`config.mk`:
```
export PLATFORM = sky130hd
export DESIGN_NAME = load_store_unit
export DESIGN_NICKNAME = d
export VERILOG_FILES = /design/src/rtl/load_store_unit.sv
export SDC_FILE = /design/constraint.sdc
export NUM_CORES = 1
export LEC_CHECK = 0
export ABC_AREA = 0
export CAP_MARGIN = 5
export CORE_UTILIZATION = 29
export DETAILED_ROUTE_END_ITERATION = 10
export PLACE_DENSITY = 0.65
export SLEW_MARGIN = 30
export SYNTH_ARGS = -nofsm -noshare
export SYNTH_HDL_FRONTEND = slang
export SYNTH_SLANG_ARGS = --single-unit
```
`constraint.sdc`:
```
create_clock -name clk -period 2.95 [get_ports clk]
set_input_delay 0.59 -clock clk [delete_from_list [all_inputs] [get_ports clk]]
set_output_delay 0.59 -clock clk [all_outputs]
set_load 0.005 [all_outputs]
```
`src/rtl/load_store_unit.sv`:
```
// Load/store unit: issues word-aligned memory accesses and does byte-lane extraction,
// sign/zero extension and read-modify-write merging itself. Macro LSU_MISALIGNED_EN splits word-crossing accesses.
module load_store_unit (
  input  logic        clk,
  input  logic        reset,
  input  logic        req_valid,
  output logic        req_ready,
  input  logic        req_write,
  input  logic [2:0]  req_size,
  input  logic [31:0] req_addr,
  input  logic [31:0] req_wdata,
  output logic        resp_valid,
  output logic [31:0] resp_rdata,
  output logic        resp_misaligned,
  output logic [31:0] mem_access_addr,
  output logic [31:0] mem_in,
  output logic        mem_write_en,
  output logic        mem_read_en,
  output logic [2:0]  mem_data_size,
  input  logic [31:0] mem_out
);

  typedef enum logic [2:0] {
    StIdle, StRdLo, StRdHi, StMerge, StWrLo, StWrHi, StResp
  } state_e;

  state_e      state_q, state_d;
  logic        write_q, fault_q;
  logic [2:0]  size_q;
  logic [31:0] addr_q, wdata_q;
  logic [31:0] lo_buf_q, hi_buf_q;

  logic        req_fire, req_fault, crosses;
  logic [31:0] word_a, word_b;
  logic [3:0]  lane_base;
  logic [7:0]  lane_mask;
  logic [63:0] bit_mask, wdata_wide, merged;
  logic [31:0] ld_word, ld_ext;

  // Sizes x00 are bytes, x01 halfwords, everything else a full word.
  function automatic logic is_byte(input logic [2:0] s);
    return s[1:0] == 2'b00;
  endfunction

  function automatic logic is_half(input logic [2:0] s);
    return s[1:0] == 2'b01;
  endfunction

  function automatic logic is_word(input logic [2:0] s);
    return s[1];
  endfunction

  assign req_ready = (state_q == StIdle) && !reset;
  assign req_fire  = req_valid && req_ready;
  assign word_a    = {addr_q[31:2], 2'b00};
  assign word_b    = word_a + 32'd4;

`ifdef LSU_MISALIGNED_EN
  assign req_fault = 1'b0;
  assign crosses   = (is_half(size_q) && addr_q[1:0] == 2'd3) ||
                     (is_word(size_q) && addr_q[1:0] != 2'd0);
`else
  assign req_fault = (is_half(req_size) && req_addr[0]) ||
                     (is_word(req_size) && req_addr[1:0] != 2'd0);
  assign crosses   = 1'b0;
`endif

  // Byte-lane view of the two buffered words, starting at the addressed byte.
  always_comb begin
    lane_base = is_byte(size_q) ? 4'b0001 : (is_half(size_q) ? 4'b0011 : 4'b1111);
    lane_mask = 8'({4'b0000, lane_base} << addr_q[1:0]);
    for (int i = 0; i < 8; i++) begin
      bit_mask[8*i +: 8] = {8{lane_mask[i]}};
    end
    wdata_wide = {32'b0, wdata_q} << {addr_q[1:0], 3'b000};
    merged     = ({hi_buf_q, lo_buf_q} & ~bit_mask) | (wdata_wide & bit_mask);
    ld_word    = 32'({hi_buf_q, lo_buf_q} >> {addr_q[1:0], 3'b000});
    case (size_q)
      3'b000:  ld_ext = {{24{ld_word[7]}}, ld_word[7:0]};
      3'b001:  ld_ext = {{16{ld_word[15]}}, ld_word[15:0]};
      3'b100:  ld_ext = {24'b0, ld_word[7:0]};
      3'b101:  ld_ext = {16'b0, ld_word[15:0]};
      default: ld_ext = ld_word;
    endcase
  end

  always_comb begin
    state_d = state_q;
    unique case (state_q)
      StIdle: begin
        if (req_fire) begin
          if (req_fault) begin
            state_d = StResp;
          end else if (req_write && is_word(req_size) && req_addr[1:0] == 2'd0) begin
            state_d = StWrLo;
          end else begin
            state_d = StRdLo;
          end
        end
      end
      StRdLo:  state_d = crosses ? StRdHi : StMerge;
`ifdef LSU_MISALIGNED_EN
      StRdHi:  state_d = StMerge;
      StWrHi:  state_d = StResp;
`endif
      StMerge: state_d = write_q ? StWrLo : StResp;
      StWrLo:  state_d = crosses ? StWrHi : StResp;
      StResp:  state_d = StIdle;
      default: state_d = StIdle;
    endcase
  end

  always_ff @(posedge clk) begin
    if (reset) begin
      state_q  <= StIdle;
      write_q  <= 1'b0;
      fault_q  <= 1'b0;
      size_q   <= 3'b000;
      addr_q   <= 32'b0;
      wdata_q  <= 32'b0;
      lo_buf_q <= 32'b0;
      hi_buf_q <= 32'b0;
    end else begin
      state_q <= state_d;
      if (req_fire) begin
        write_q <= req_write;
        fault_q <= req_fault;
        size_q  <= req_size;
        addr_q  <= req_addr;
        wdata_q <= req_wdata;
      end
      // Read data lags its strobe by one cycle: word A lands in RD_HI or MERGE.
      if (state_q == StRdHi) begin
        lo_buf_q <= mem_out;
      end
      if (state_q == StMerge) begin
        if (crosses) begin
          hi_buf_q <= mem_out;
        end else begin
          lo_buf_q <= mem_out;
        end
      end
    end
  end

  // An aligned word store has an all-ones mask, so the merge reduces to wdata.
  always_comb begin
    mem_read_en     = 1'b0;
    mem_write_en    = 1'b0;
    mem_access_addr = 32'b0;
    mem_in          = 32'b0;
    mem_data_size   = 3'b010;
    resp_valid      = 1'b0;
    resp_rdata      = 32'b0;
    resp_misaligned = 1'b0;
    if (!reset) begin
      unique case (state_q)
        StRdLo: begin
          mem_read_en     = 1'b1;
          mem_access_addr = word_a;
        end
        StRdHi: begin
          mem_read_en     = 1'b1;
          mem_access_addr = word_b;
        end
        StWrLo: begin
          mem_write_en    = 1'b1;
          mem_access_addr = word_a;
          mem_in          = merged[31:0];
        end
        StWrHi: begin
          mem_write_en    = 1'b1;
          mem_access_addr = word_b;
          mem_in          = merged[63:32];
        end
        StResp: begin
          resp_valid      = 1'b1;
          resp_misaligned = fault_q;
          resp_rdata      = (write_q || fault_q) ? 32'b0 : ld_ext;
        end
        default: ;
      endcase
    end
  end

endmodule

```
==> run_results.csv <==
group,metric,value,unit
logic_synthesis,yosysWarnings,0,
routing,wl_per_cell,19.1,um
logic_synthesis,syn-mean-instance-area,7.16,sq um
clock_tree,htree_levels,3,
final_layout,drive_gt1_frac,0.203,
clock_tree,cts_tree,"built",
critical_path,startpoint,"addr_q[0]",
critical_path,endpoint_kind,"output pin",
logic_synthesis,synth_edf_count,0,
critical_path,worstPathMaxFanout,7,
global_route,track_usage,0.230,
routing,vias,8403,
logic_synthesis,synthSimpleGateAreaFrac,0.295,
clock_tree,insertion_delay,360,ps
status,violations,"negative setup slack",
power,p_leak,4.53,nW
global_route,antenna_found_initial,2,
timing,fin_crit,2960,ps
logic_synthesis,synth_top_area_share,0.298,
floorplanning,fp-row-count,56,
clock_tree,cts.clk_slew.worst_paths,80,ps
global_route,globalRoute.totalOverflow,0,
timing,fin_hold_ws,469,ps
timing,clock.fmax,338,MHz
floorplanning,die_h,157,um
clock_tree,cts_buffers,9,
timing,grt_setup_unrepaired,"true",
worst_hold_path,worstHoldStart,"fault_q",
worst_hold_path,hold_class,"reg2reg",
logic_synthesis,synth_area_leaders,"dfxtp_1 30%, nand2_1 13%, mux2i_1 5.9%",
routing,drt_pass1_iterations,5,
floorplanning,dieWidth,157,um
global_route,grt_pass1_wl,43700,um
status,status,"finished with violations",
logic_synthesis,yosysSeqAreaShare,0.298,
logic_synthesis,synth_top_family_by_area,"simple AND/OR/NAND/NOR gates",
clock_tree,cts_num_sinks,104,
timing,drv_slew,0,
routing,drt_iter0_drc,826,
logic_synthesis,synthXorXnorAreaFrac,0.00251,
placed_design,dpl_cell_area,0.00971,sq mm
final_layout,syn_to_final_growth,54.3,%
final_layout,final_area,0.0108,sq mm
critical_path,crit_type,"reg2out",
placed_design,portBuffers,201,
logic_synthesis,synthAdderAreaFrac,0.00179,
routing,viasPerCell,5.47,
timing,worst_slack,-5.25,ps
floorplanning,initial_utilization,0.297,
power,p_per_area,409,mW/mm^2
final_layout,finalNetCount,1316,
logic_synthesis,synth.area.mux_share,0.0877,
logic_synthesis,synth_seq_cells,104,
critical_path,crit_arrival,2370,ps
flow_run,maxCapViolations,0,
global_route,grt_max_degree,55,
clock_tree,clockBufferDepth,2,
floorplanning,ioPinCount,207,
logic_synthesis,synth_compound_area_frac,0.252,
power,ir_drop,0.245,mV
logic_synthesis,yosysUniqueCellTypes,64,
logic_synthesis,synthCells,976,
floorplanning,coreArea,0.0235,sq mm
timing,hold_violations,0,
floorplanning,fp.dieArea,0.0247,sq mm
critical_path,required,2360,ps
timing,period_share,1.00,
routing,drt-total-wl,29300,um
timing,finClkSkew,10.6,ps
logic_synthesis,syn_area,0.00699,sq mm
clock_tree,cts-root-buf,"clkbuf_16",
routing,final_antenna_net_count,0,
routing,drc_errors,0,
logic_synthesis,synth_ff_type,"dfxtp_1",
placed_design,dp_hpwl,20900,um
logic_synthesis,synth.largest_area_cell,"dfxtp_1",
logic_synthesis,ys_async_sr_fraction,0,
placed_design,place.gp.congestion,0.966,
critical_path,reg2reg_from,"state_q[0]",
timing,setup_viol,3,
global_route,grt_pass1_vias,7716,
critical_path,start_kind,"register",
final_layout,finalCoreUtilization,0.458,
==> Yosys cell counts, types with 9 or more instances <==
library cell / number
a211o_1: 10
a211oi_1: 21
a21oi_1: 76
a22o_1: 9
a311oi_1: 9
a31oi_1: 9
a32oi_1: 11
and2_1: 12
buf_1: 13
buf_2: 27
clkbuf_1: 48
dfxtp_1: 104
mux2_2: 18
mux2i_1: 41
nand2_1: 244
nand3_1: 65
nand4_1: 12
nor2_1: 48
nor2b_1: 19
nor3_1: 12
o21ai_0: 34
o22ai_1: 9
o2bb2ai_1: 17
==> flip-flops by register name, indices dropped and copies added (netlist names) <==
register and count:
wdata_q 32, write_q 1, size_q 3, state_q 3, addr_q 32, lo_buf_q 32, fault_q 1
==> worst paths after layout <==
| kind | endpoint | slack, ps | cells after the start |
|---|---|---|---|
| max | resp_rdata[12] | -5 | 5 |
| min | fault_q | 470 | 2 |
| max reg2reg | addr_q[21] | 1030 | 7 |
| min reg2reg | fault_q | 470 | 2 |
==> kinds of logic after synthesis <==
kind of cell	after synthesis
adder cells (fa/ha/maj)	1
multiplexers	59
buffers and inverters	101
AND/OR/NAND/NOR	451
XOR/XNOR	2
other	2
flip-flops	104
AO/OA/AOI/OAI	256
==> timing repair <==
action	CTS	global route
gates cloned	4	2
endpoints found under the setup margin	81	50
buffers inserted	9	16
hold buffers	0	0
hold endpoints to repair	0	0
resized for setup	119	79
pin swaps	20	24
==> critical path, stage by stage (launching register included) <==
cell	delay (ps)
dfxtp_4	370
buf_8	140
mux2_2	370
or3_4	450
a21oi_2	160
clkdlybuf4s50_1	510
==> through the flow <==
step / setup TNS, ps / power (mW) / std cells / setup WS, ps
CTS: -252 / 4.33 / 1518 / -150
floorplan: 0 / 2.38 / 979 / 346
global placement: -97.4 / 2.94 / 1489 / -12.6
detailed placement: -522 / 2.95 / 1489 / -67.1
finish: -10.7 / 4.41 / 1537 / -5.25
global route: -391 / 4.62 / 1536 / -82.5
==> cell type report <==
class                           count  area [sq um]
Sequential cell                   104          2100
Multi-Input combinational cell    774          4870
Antenna cell                        1          2.50
Tap cell                          319           399
Fill cell                        2379         12800
Timing Repair Buffer              318          3090
Inverter                            5          18.8
Clock inverter                      7          90.1
Clock buffer                        9           225
==> layer usage <==
metal	up-vias	part of all wire	track usage
met5	-	0.00038	0
met4	2	0.020	0.0564
met3	51	0.092	0.0501
met2	429	0.48	0.393
met1	3938	0.41	0.290
li1	3983	-	-
==> cells in the final DEF (no fill, tap or decap), types with 9 or more instances in the layout <==
cell type	Yosys	final
mux2_2	18	17
a211o_1	10	10
clkdlybuf4s50_1	0	131
a22o_1	9	9
mux2i_1	41	41
buf_4	6	95
nor2b_1	19	16
buf_6	0	13
dlygate4sd2_1	0	37
nor3_1	12	9
dlymetal6s2s_1	0	27
nor2_1	48	43
o2bb2ai_1	17	11
and2_1	12	10
a21oi_1	76	64
nand3_1	65	63
a32oi_1	11	11
nand2_1	244	242
clkbuf_16	0	9
o21ai_0	34	31
a21oi_2	1	11
nand4_1	12	12
a211oi_1	21	13
dfxtp_1	104	95
==> where the power goes <==
group / total, mW / switching, mW / internal (mW)
Clock: 1.28 / 0.600 / 0.677
Combinational: 1.43 / 0.746 / 0.684
Sequential: 1.71 / 0.169 / 1.54
Total: 4.41 / 1.52 / 2.90
No activity file was read; power rests on OpenSTA's default activity.
